File: src/rtl/sr_drive_ctrl_if.sv
// sr_drive_ctrl_if
// Request handshake between a requester and the SR latch drive controller.
//   req_valid : a request is present (requester -> controller)
//   req_level : target latch state, 1 = set, 0 = reset (requester -> controller)
//   req_ready : controller is idle and will accept on this edge (controller -> requester)
interface sr_drive_ctrl_if;
  logic req_valid;
  logic req_level;
  logic req_ready;

  modport master (output req_valid, output req_level, input req_ready);
  modport slave  (input req_valid, input req_level, output req_ready);
endinterface

File: src/rtl/sr_drive_ctrl.sv
// sr_drive_ctrl
// Drives an external SR latch to a requested level and verifies it through the
// latch readback. Each attempt is a PULSE_W-cycle s or r pulse, SETTLE quiet
// cycles, then a one-cycle check of q_fb. A failed check is retried until
// MAX_TRY attempts have been made, after which the sticky err flag is raised.
// All outputs are registered.
//   clk, rst_n : clock, asynchronous active-low reset
//   req_if     : request handshake (slave side: req_valid, req_level in, req_ready out)
//   q_fb       : latch q readback
//   s, r       : set / reset commands to the latch (never both high)
//   done       : one-cycle pulse when the latch is verified at the target level
//   err        : sticky failure flag
//   err_clr    : synchronous clear of err (a failure in the same cycle wins)
module sr_drive_ctrl #(
  parameter int PULSE_W = 2,
  parameter int SETTLE  = 1,
  parameter int MAX_TRY = 3
) (
  input  logic            clk,
  input  logic            rst_n,
  sr_drive_ctrl_if.slave  req_if,
  input  logic            q_fb,
  output logic            s,
  output logic            r,
  output logic            done,
  output logic            err,
  input  logic            err_clr
);

  localparam logic [1:0] ST_IDLE  = 2'd0;
  localparam logic [1:0] ST_PULSE = 2'd1;
  localparam logic [1:0] ST_GAP   = 2'd2;
  localparam logic [1:0] ST_CHECK = 2'd3;

  localparam logic [3:0] PULSE_LAST  = 4'(PULSE_W - 1);
  localparam logic [3:0] SETTLE_LAST = 4'(SETTLE - 1);
  localparam logic [2:0] TRY_LAST    = 3'(MAX_TRY);

  logic [1:0] state_q, state_d;
  logic [3:0] cnt_q, cnt_d;
  logic [2:0] try_q, try_d;
  logic       level_q, level_d;
  logic       s_q, s_d;
  logic       r_q, r_d;
  logic       ready_q, ready_d;
  logic       done_q, done_d;
  logic       err_q, err_d;

  // Next-state and next-output logic. The s/r/ready/done values computed here
  // are the ones that will be visible in the state being entered, so every
  // output is a plain flop. s_d and r_d are only ever set as a complementary
  // pair from a single level, which keeps them mutually exclusive.
  always_comb begin
    state_d = state_q;
    cnt_d   = cnt_q;
    try_d   = try_q;
    level_d = level_q;
    s_d     = 1'b0;
    r_d     = 1'b0;
    ready_d = 1'b0;
    done_d  = 1'b0;
    err_d   = err_q & ~err_clr;

    case (state_q)
      ST_IDLE: begin
        // ready_q is low in the first cycle after reset, so nothing is
        // accepted until req_ready has actually been shown high.
        ready_d = 1'b1;
        if (req_if.req_valid && ready_q) begin
          level_d = req_if.req_level;
          try_d   = 3'd1;
          cnt_d   = 4'd0;
          state_d = ST_PULSE;
          s_d     = req_if.req_level;
          r_d     = ~req_if.req_level;
          ready_d = 1'b0;
        end
      end
      ST_PULSE: begin
        if (cnt_q == PULSE_LAST) begin
          cnt_d   = 4'd0;
          state_d = ST_GAP;
        end else begin
          cnt_d = cnt_q + 4'd1;
          s_d   = level_q;
          r_d   = ~level_q;
        end
      end
      ST_GAP: begin
        if (cnt_q == SETTLE_LAST) begin
          cnt_d   = 4'd0;
          state_d = ST_CHECK;
        end else begin
          cnt_d = cnt_q + 4'd1;
        end
      end
      ST_CHECK: begin
        cnt_d = 4'd0;
        if (q_fb == level_q) begin
          done_d  = 1'b1;
          ready_d = 1'b1;
          try_d   = 3'd0;
          state_d = ST_IDLE;
        end else if (try_q < TRY_LAST) begin
          try_d   = try_q + 3'd1;
          s_d     = level_q;
          r_d     = ~level_q;
          state_d = ST_PULSE;
        end else begin
          err_d   = 1'b1;
          ready_d = 1'b1;
          try_d   = 3'd0;
          state_d = ST_IDLE;
        end
      end
      default: begin
        state_d = ST_IDLE;
      end
    endcase
  end

  // State and output registers. Reset clears everything asynchronously so the
  // latch drive drops immediately and any request in flight is abandoned.
  always_ff @(posedge clk or negedge rst_n) begin
    if (!rst_n) begin
      state_q <= ST_IDLE;
      cnt_q   <= 4'd0;
      try_q   <= 3'd0;
      level_q <= 1'b0;
      s_q     <= 1'b0;
      r_q     <= 1'b0;
      ready_q <= 1'b0;
      done_q  <= 1'b0;
      err_q   <= 1'b0;
    end else begin
      state_q <= state_d;
      cnt_q   <= cnt_d;
      try_q   <= try_d;
      level_q <= level_d;
      s_q     <= s_d;
      r_q     <= r_d;
      ready_q <= ready_d;
      done_q  <= done_d;
      err_q   <= err_d;
    end
  end

  assign s                = s_q;
  assign r                = r_q;
  assign done             = done_q;
  assign err              = err_q;
  assign req_if.req_ready = ready_q;

endmodule

File: src/flat_wrapper.sv
// flat-port wrapper written by rule: the top's interface ports become plain ports
module sr_drive_ctrl_flat 
#(
  parameter int PULSE_W = 2,
  parameter int SETTLE  = 1,
  parameter int MAX_TRY = 3
)
  (clk, rst_n, q_fb, s, r, done, err, err_clr, req_if_req_valid, req_if_req_level, req_if_req_ready);
  sr_drive_ctrl_if req_if_i ();
  input  logic clk;
  input  logic rst_n;
  input  logic q_fb;
  output logic s;
  output logic r;
  output logic done;
  output logic err;
  input  logic err_clr;
  input wire logic [$bits(req_if_i.req_valid)-1:0] req_if_req_valid;
  input wire logic [$bits(req_if_i.req_level)-1:0] req_if_req_level;
  output wire logic [$bits(req_if_i.req_ready)-1:0] req_if_req_ready;
  assign req_if_i.req_valid = req_if_req_valid;
  assign req_if_i.req_level = req_if_req_level;
  assign req_if_req_ready = req_if_i.req_ready;
  sr_drive_ctrl #(.PULSE_W(PULSE_W), .SETTLE(SETTLE), .MAX_TRY(MAX_TRY)) u_core (.clk(clk), .rst_n(rst_n), .req_if(req_if_i), .q_fb(q_fb), .s(s), .r(r), .done(done), .err(err), .err_clr(err_clr));
endmodule
File: config.mk
export PLATFORM = sky130hd
export DESIGN_NAME = sr_drive_ctrl_flat
export DESIGN_NICKNAME = d
export VERILOG_FILES = /design/src/rtl/sr_drive_ctrl_if.sv /design/src/rtl/sr_drive_ctrl.sv /design/src/flat_wrapper.sv
export SDC_FILE = /design/constraint.sdc
export NUM_CORES = 1
export LEC_CHECK = 0
export CELL_PAD_IN_SITES_DETAIL_PLACEMENT = 0
export CELL_PAD_IN_SITES_GLOBAL_PLACEMENT = 1
export CORE_MARGIN = 2
export CORE_UTILIZATION = 43
export DETAILED_ROUTE_END_ITERATION = 8
export PLACE_DENSITY = 0.81
export SYNTH_ARGS = -nofsm -noshare
export SYNTH_HDL_FRONTEND = slang
export SYNTH_SLANG_ARGS = --single-unit
File: constraint.sdc
create_clock -name clk -period 3.4 [get_ports clk]
set_input_delay 0.51 -clock clk [delete_from_list [all_inputs] [get_ports clk]]
set_output_delay 0.51 -clock clk [all_outputs]
set_load 0.03 [all_outputs]
==> impl_summary.log, run 1 <==
[metrics] status: finished clean
[metrics] time the worst path needs with I/O delays and setup: 2.16 ns
[metrics] sum of internal, switching and leakage power: 0.000775 W
[metrics] Critical Path Start Type: flip-flop
[metrics] I/O pin count: 11
[metrics] number of antenna violations at the first check in global routing: 0
[metrics] GRT Residual Overflow: 0
[metrics] number of port buffers: 10
[metrics] Core Region: 0.00176 mm^2
[metrics] data required time of the critical path: 3.57 ns
[metrics] area grow syn2layout: 17.7%
[metrics] flop and latch count out of synthesis: 15
[metrics] commonest non-fill, non-tap cells in the layout: dfrtp_1, nand2_1, clkdlybuf4s50_1, inv_1, ha_1
[metrics] worst ir drop on vdd: 0.504 mV
[metrics] leakage power total: 0.440 nW
[metrics] RSZ-0062 raised after global routing: no
[metrics] count of nets left with antenna violations after detail routing: 0
[metrics] worst slew slack as a fraction of its limit: 0.505
[metrics] number of max-cap violations: 0
[metrics] pin count of the biggest net entering global routing: 16
[metrics] count of final max-slew check failures: 0
[metrics] Finished Layout Cells: 121
[metrics] total length of routed wires: 1630 um
[metrics] number of buffers inserted by hold repair at cts: 0
[metrics] number of nets in the synthesized netlist: 97
[metrics] clock sinks: 15
[metrics] final hold vios: 0
[metrics] effective utilization at floorplan: 0.469
[metrics] final clock period utilization by the worst path: 0.634
[metrics] top fanout value on the critical path: 11
[metrics] via count of the first global-routing pass: 580
[metrics] number of placement rows: 15
[metrics] number of distinct library cell variants in the gate-level netlist after synthesis: 29
[metrics] share of synthesized area occupied by flip-flops and latches: 0.454
[metrics] 1st-iter DRT viols: 9
[metrics] gate count of the mapped netlist: 83
[metrics] routed vias: 631
[metrics] total of endpoints with negative setup slack in the final report: 0
[metrics] H-tree depth: 1
[metrics] number of cells on the worst reg-to-reg path: 5
[metrics] Arr. time, crit path: 2.32 ns
[metrics] total placed cells including tap cells: 117
[metrics] most frequent standard cell in the layout excluding fill and tap cells: dfrtp_1
[metrics] Total Nets Final: 111
[metrics] floorplan die area: 0.00229 mm^2
[metrics] vias per std cell: 5.21
[metrics] Num CTS Buffers: 3
[metrics] classification of the worst setup path: reg2reg
[metrics] utilization after layout: 0.552
[metrics] setup total negative slack: 0 ns
[metrics] Die X-Extent: 47.9 um
[metrics] Synth Area in Simple Gates: 0.169
[metrics] Worst Tran Pin Value: 0.740 ns
[metrics] xor and xnor area share after synthesis: 0.0106
[metrics] fraction of the mapped netlist area in adder cells: 0.121
[metrics] class of the worst hold path: reg2reg
[metrics] number of iterations in the first detailed-routing pass: 4
[metrics] HPWL reported at the end of detailed placement: 1260 um
[metrics] Total GRT Usage: 0.167
[metrics] kind of end point of the critical path: flip-flop
[metrics] Longest Clk Path Bufs: 2
[metrics] wire length per cell after detailed routing: 13.5 um
[metrics] die outline height: 47.9 um
[metrics] mean post-synth cell area: 9.96 um^2
[metrics] cell depth of the worst hold path: 1
[metrics] power density over the cells: 796 mW/mm^2
[metrics] share of synthesized area spent on multiplexers: 0.0272
[metrics] routability congestion estimate: 0.776
[metrics] number of DRC violations after detailed routing: 0
[metrics] number of warning messages in the yosys log: 0
[metrics] area of the mapped netlist: 827 um^2
[metrics] clock tree from TritonCTS: done
[metrics] dpl ws: 1.09 ns
[metrics] buffer type at the clock tree root: clkbuf_4
[metrics] Setup Skew: 0.00192 ns
[metrics] Resize count post-CTS: 0
[metrics] fraction of the mapped netlist area in compound gates: 0.163
[metrics] total setup buffers inserted after CTS: 0
[metrics] later-pin clock latency in the skew report: 0.28 ns
[metrics] timing-limited maximum frequency: 0.464 GHz
[metrics] share of cells above drive strength 1: 0.0729
[metrics] clock input transition at the sequential cells of the worst setup and hold paths: 0.09 ns
[metrics] antenna diode count: 0
[metrics] main combinational cell family by area after synthesis: simple AND/OR/NAND/NOR gates
[metrics] final worst slack: 1.24 ns
[metrics] global-route wire length before repair: 2590 um
[cells in the mapped netlist]
library cell / count / area, um^2
ha_1: 8 / 100
a22o_1: 2 / 17.5
nor3_1: 2 / 10.0
inv_1: 9 / 33.8
o21ai_0: 1 / 5.00
a21oi_2: 1 / 8.76
o21ai_1: 3 / 15.0
o221ai_2: 1 / 15.0
o311ai_1: 1 / 8.76
and3_1: 1 / 6.26
nand2_1: 11 / 41.3
a21oi_1: 3 / 15.0
o211a_1: 1 / 10.0
nor2_1: 4 / 15.0
a21boi_1: 1 / 7.51
o31ai_1: 1 / 7.51
xor2_1: 1 / 8.76
or3_1: 1 / 6.26
o22ai_2: 1 / 12.5
buf_6: 1 / 11.3
or3_2: 1 / 7.51
mux2_1: 2 / 22.5
dfrtp_1: 15 / 375
nand4_1: 1 / 6.26
or4_1: 1 / 7.51
o22ai_1: 2 / 12.5
nand3_1: 4 / 20.0
nor3b_1: 1 / 7.51
or2_1: 2 / 12.5
[final timing paths]
check | slack (ns) | to | startpoint
max | 1.24 | u_core.try_q[0] | u_core.state_q[0]
min | 0.54 | u_core.try_q[2] | u_core.try_q[2]
max reg2reg | 1.24 | u_core.try_q[0] | u_core.state_q[0]
min reg2reg | 0.54 | u_core.try_q[2] | u_core.try_q[2]
max in group asynchronous | 2.33 | u_core.try_q[0] | rst_n
min in group asynchronous | 0.64 | u_core.done | rst_n
[stage by stage]
| stage | hold slack [ns] | instance area, um^2 |
|---|---|---|
| 6_report | 0.542 | 973 |
| 5_1_grt | 0.560 | 973 |
| 4_1_cts | 0.548 | 973 |
| 3_5_place_dp | 0.526 | 947 |
| 3_3_place_gp | 0.517 | 947 |
| 2_1_floorplan | 0.214 | 827 |
[routing by layer]
| layer | wire, um | track usage | share of wire | vias to the layer above |
|---|---|---|---|---|
| li1 | - | - | - | 320 |
| met1 | 813 | 0.214 | 0.50 | 300 |
| met2 | 744 | 0.264 | 0.46 | 9 |
| met3 | 61 | 0.0491 | 0.037 | 2 |
| met4 | 10 | 0.0649 | 0.0061 | 0 |
| met5 | 0 | 0 | 0 | - |
[state kept, by name, summed over array words and instances (netlist names)]
register	flops
u_core.r	1
u_core.level_q	1
u_core.try_q	3
u_core.cnt_q	4
u_core.err	1
u_core.state_q	2
u_core.done	1
u_core.s	1
u_core.req_if.req_ready	1
[kinds of logic after synthesis]
group                      Yosys count
DFF                                 15
xor gates and xnor gates             1
buffers and inverters               10
AOI/OAI and AO/OA                   18
muxes                                2
and+or+nand+nor                     29
adders and majority gates            8
[critical path, stage by stage (launching register included)]
cell	delay (ns)
dfrtp_1	0.44
inv_1	0.12
ha_1	0.25
a21boi_1	0.64
or2_1	0.26
mux2_1	0.33
[area by class of cell]
type / count / area [um^2]
Tap cell: 25 / 31.3
Fill cell: 176 / 791
Timing Repair Buffer: 10 / 100
Multi-Input combinational cell: 58 / 407
Clock buffer: 4 / 26.3
Sequential cell: 15 / 375
Inverter: 9 / 33.8
[report_power, final]
group / switching, W / leakage [nW] / internal (W) / total (W)
Sequential: 0.0000455 / 0.197 / 0.000228 / 0.000273
Combinational: 0.000234 / 0.229 / 0.000165 / 0.000399
Clock: 0.0000574 / 0.0150 / 0.0000455 / 0.000103
Note: power is estimated with default switching activity, not from simulation.
==> run 2: changes to the inputs <==
CORE_UTILIZATION = 36   (was 43)
PLACE_DENSITY = 0.73   (was 0.81)
clock period = 1.9 ns   (was 3.4 ns; I/O delays follow)
==> run 2 against run 1 <==
Total power up 82%. Combinational power up 84%. Non-clock buffer count up 2. First-iteration DRC count down 22%. Worst hold slack worse by 0.24 ns. Register-to-register slack worse by 1.1 ns.
==> impl_summary.log, run 2 (same netlist as run 1, synthesis figures left out) <==
[metrics] floorplan die area: 0.00270 mm^2 (+18%)
[metrics] capture point of the critical path: u_core.state_q[0]
[metrics] setup total negative slack: 0 ns (unchanged)
[metrics] global-route wire length before repair: 3100 um (+20%)
[metrics] fillers: 214 (+22%)
[metrics] number of iterations in the first detailed-routing pass: 4 (unchanged)
[metrics] capture instance of the worst register-to-register path: u_core.state_q[0]
[metrics] power density over the cells: 1420 mW/mm^2 (+78%)
[metrics] GRT Residual Overflow: 0 (unchanged)
[metrics] routed vias: 646 (+2.4%)
[metrics] total setup buffers inserted after CTS: 0 (unchanged)
[metrics] slowest stage delay, CP: 0.43 ns (-0.21 ns)
[metrics] via count of the first global-routing pass: 707 (+22%)
[metrics] leakage power total: 0.451 nW (+2.4%)
[metrics] number of port buffers: 10 (unchanged)
[metrics] HPWL reported at the end of detailed placement: 1200 um (-4.8%)
[metrics] top fanout value on the critical path: 5 (-6)
[metrics] Die X-Extent: 51.9 um (+8.5%)
[metrics] Critical Path Start Type: flip-flop
[metrics] CP cell instances: inv_1 -> ha_1 -> o22ai_2 -> o221ai_2 -> or4_1 -> o211a_1
[metrics] clock input transition at the sequential cells of the worst setup and hold paths: 0.09 ns (about the same)
[metrics] worst ir drop on vdd: 0.495 mV (-1.6%)
[metrics] worst slew slack as a fraction of its limit: 0.793 (+0.288)
[metrics] clock tree from TritonCTS: done
[metrics] sequential cell area in the final layout: 375 um^2 (unchanged)
[metrics] Num CTS Buffers: 3 (unchanged)
[metrics] reg-to-reg slack, setup: 0.14 ns (-1.10 ns)
[metrics] classification of the worst setup path: reg2reg
[metrics] antenna diode count: 0 (unchanged)
[metrics] number of max-cap violations: 0 (unchanged)
[metrics] clock sinks: 15 (unchanged)
[metrics] Crit Reg-Reg Startpoint: u_core.state_q[0]
[metrics] I/O pin count: 11 (unchanged)
[metrics] Worst Tran Pin Value: 0.309 ns (-0.431 ns)
[metrics] vias per std cell: 5.13 (-1.7%)
[metrics] largest register by flop count: u_core.cnt_q
[metrics] Core Region: 0.00219 mm^2 (+24%)
[metrics] wire length per cell after detailed routing: 13.0 um (-3.5%)
[metrics] number of buffers inserted by hold repair at cts: 0 (unchanged)
[metrics] Arr. time, crit path: 1.94 ns (-0.38 ns)
[metrics] die outline height: 51.9 um (+8.5%)
[metrics] Setup Skew: 0.00324 ns (+0.00132 ns)
[metrics] later-pin clock latency in the skew report: 0.29 ns (about the same)
[metrics] number of placement rows: 17 (+2)
[metrics] Total Nets Final: 113 (+1.8%)
[metrics] routability congestion estimate: 0.774 (-0.34%)
[metrics] Longest Clk Path Bufs: 2 (unchanged)
[metrics] total of endpoints with negative setup slack in the final report: 0 (unchanged)
[metrics] 1st-iter DRT viols: 7 (-2)
[metrics] total length of routed wires: 1640 um (+0.49%)
[metrics] commonest non-fill, non-tap cells in the layout: dfrtp_1, nand2_1, clkdlybuf4s50_1, inv_1, ha_1
[metrics] status: finished clean
[metrics] H-tree depth: 1 (unchanged)
[metrics] pin count of the biggest net entering global routing: 16 (unchanged)
[metrics] final hold vios: 0 (unchanged)
[metrics] Finished Layout Cells: 126 (+4.1%)
[metrics] effective utilization at floorplan: 0.377 (-0.0913)
[metrics] cell with the largest stage delay on the worst path: dfrtp_1
[metrics] class of the worst hold path: in2async
[metrics] time the worst path needs with I/O delays and setup: 1.76 ns (-0.399 ns)
[metrics] Multi-input gate area: 410 um^2 (+0.92%)
[metrics] total placed cells including tap cells: 122 (+4.3%)
[metrics] number of antenna violations at the first check in global routing: 0 (unchanged)
[metrics] count of final max-slew check failures: 0 (unchanged)
[metrics] RSZ-0062 raised after global routing: no
[metrics] timing-limited maximum frequency: 0.569 GHz (+23%)
[metrics] biggest regs: u_core.cnt_q: 4 flops, u_core.try_q: 3 flops, u_core.state_q: 2 flops
[metrics] data required time of the critical path: 2.09 ns (-1.48 ns)
[metrics] number of DRC violations after detailed routing: 0 (unchanged)
[metrics] kind of end point of the critical path: flip-flop
[metrics] number of cells on the worst reg-to-reg path: 6 (+1)
[metrics] area grow syn2layout: 20.4%
[metrics] Total GRT Usage: 0.157 (-0.00964)
[metrics] most frequent standard cell in the layout excluding fill and tap cells: dfrtp_1
[metrics] count of nets left with antenna violations after detail routing: 0 (unchanged)
[metrics] buffer type at the clock tree root: clkbuf_4
[metrics] Largest register FFs: 4 (unchanged)
[metrics] final clock period utilization by the worst path: 0.925 (+0.291)
[metrics] share of cells above drive strength 1: 0.102 (+0.0291)
[metrics] critical path launch point: u_core.state_q[0]
[run 2: worst max-delay path, delay by kind of cell (launching register included)]
kind | cells | cell delay, ns
buf+inv | 1 | 0.10
flops | 1 | 0.43
simple gates | 1 | 0.42
fa+ha+maj | 1 | 0.27
compound gates | 3 | 0.44
[run 2: what timing repair did]
| action | 4_1_cts | 5_1_grt |
|---|---|---|
| hold endpoints to repair | 0 | 0 |
| setup endpoints to repair | 0 | 1 |
| gates resized for setup | 0 | 1 |
[run 2: how the worst min path moves through the flow]
stage | slack (ns) | end | start
floorplan | -0.01 | u_core.cnt_q[0] | rst_n
global placement | 0.51 | u_core.try_q[2] | u_core.try_q[2]
detailed placement | 0.53 | u_core.err | u_core.err
CTS | 0.30 | u_core.state_q[0] | rst_n
global route | 0.33 | u_core.state_q[0] | rst_n
finish | 0.30 | u_core.state_q[0] | rst_n
[run 2: area by class of cell]
type,count,area share
Tap cell,28,0.0352
Timing Repair Buffer,12,0.116
Sequential cell,15,0.377
Clock buffer,4,0.0264
Inverter,9,0.0339
Multi-Input combinational cell,58,0.412
[run 2: power by group]
group          leakage, nW  internal [W]  switching (W)  total, W
registers            0.197      0.000408      0.0000778  0.000486
clock network       0.0150     0.0000818       0.000106  0.000188
logic                0.239      0.000312       0.000424  0.000736
[run 2: routing by layer]
metal	global-route usage	vias to the layer above	routed length, um
met5	0	-	0
met3	0.0259	5	75
met1	0.189	307	767
li1	-	320	-
met4	0.118	0	54
met2	0.249	14	742
[run 2: metrics by stage]
step / area, um^2 / worst slack, ns / utilization / hold WS [ns] / power (W)
after detailed placement: 966 / 0.107 / 0.441 / 0.528 / 0.00122
final: 996 / 0.143 / 0.455 / 0.298 / 0.00141
after floorplan: 827 / 0.312 / - / -0.0106 / 0.00102
after CTS: 992 / 0.105 / 0.453 / 0.304 / 0.00142
after global placement: 966 / 0.122 / 0.441 / 0.510 / 0.00121
after global routing: 996 / 0.00792 / 0.455 / 0.327 / 0.00155
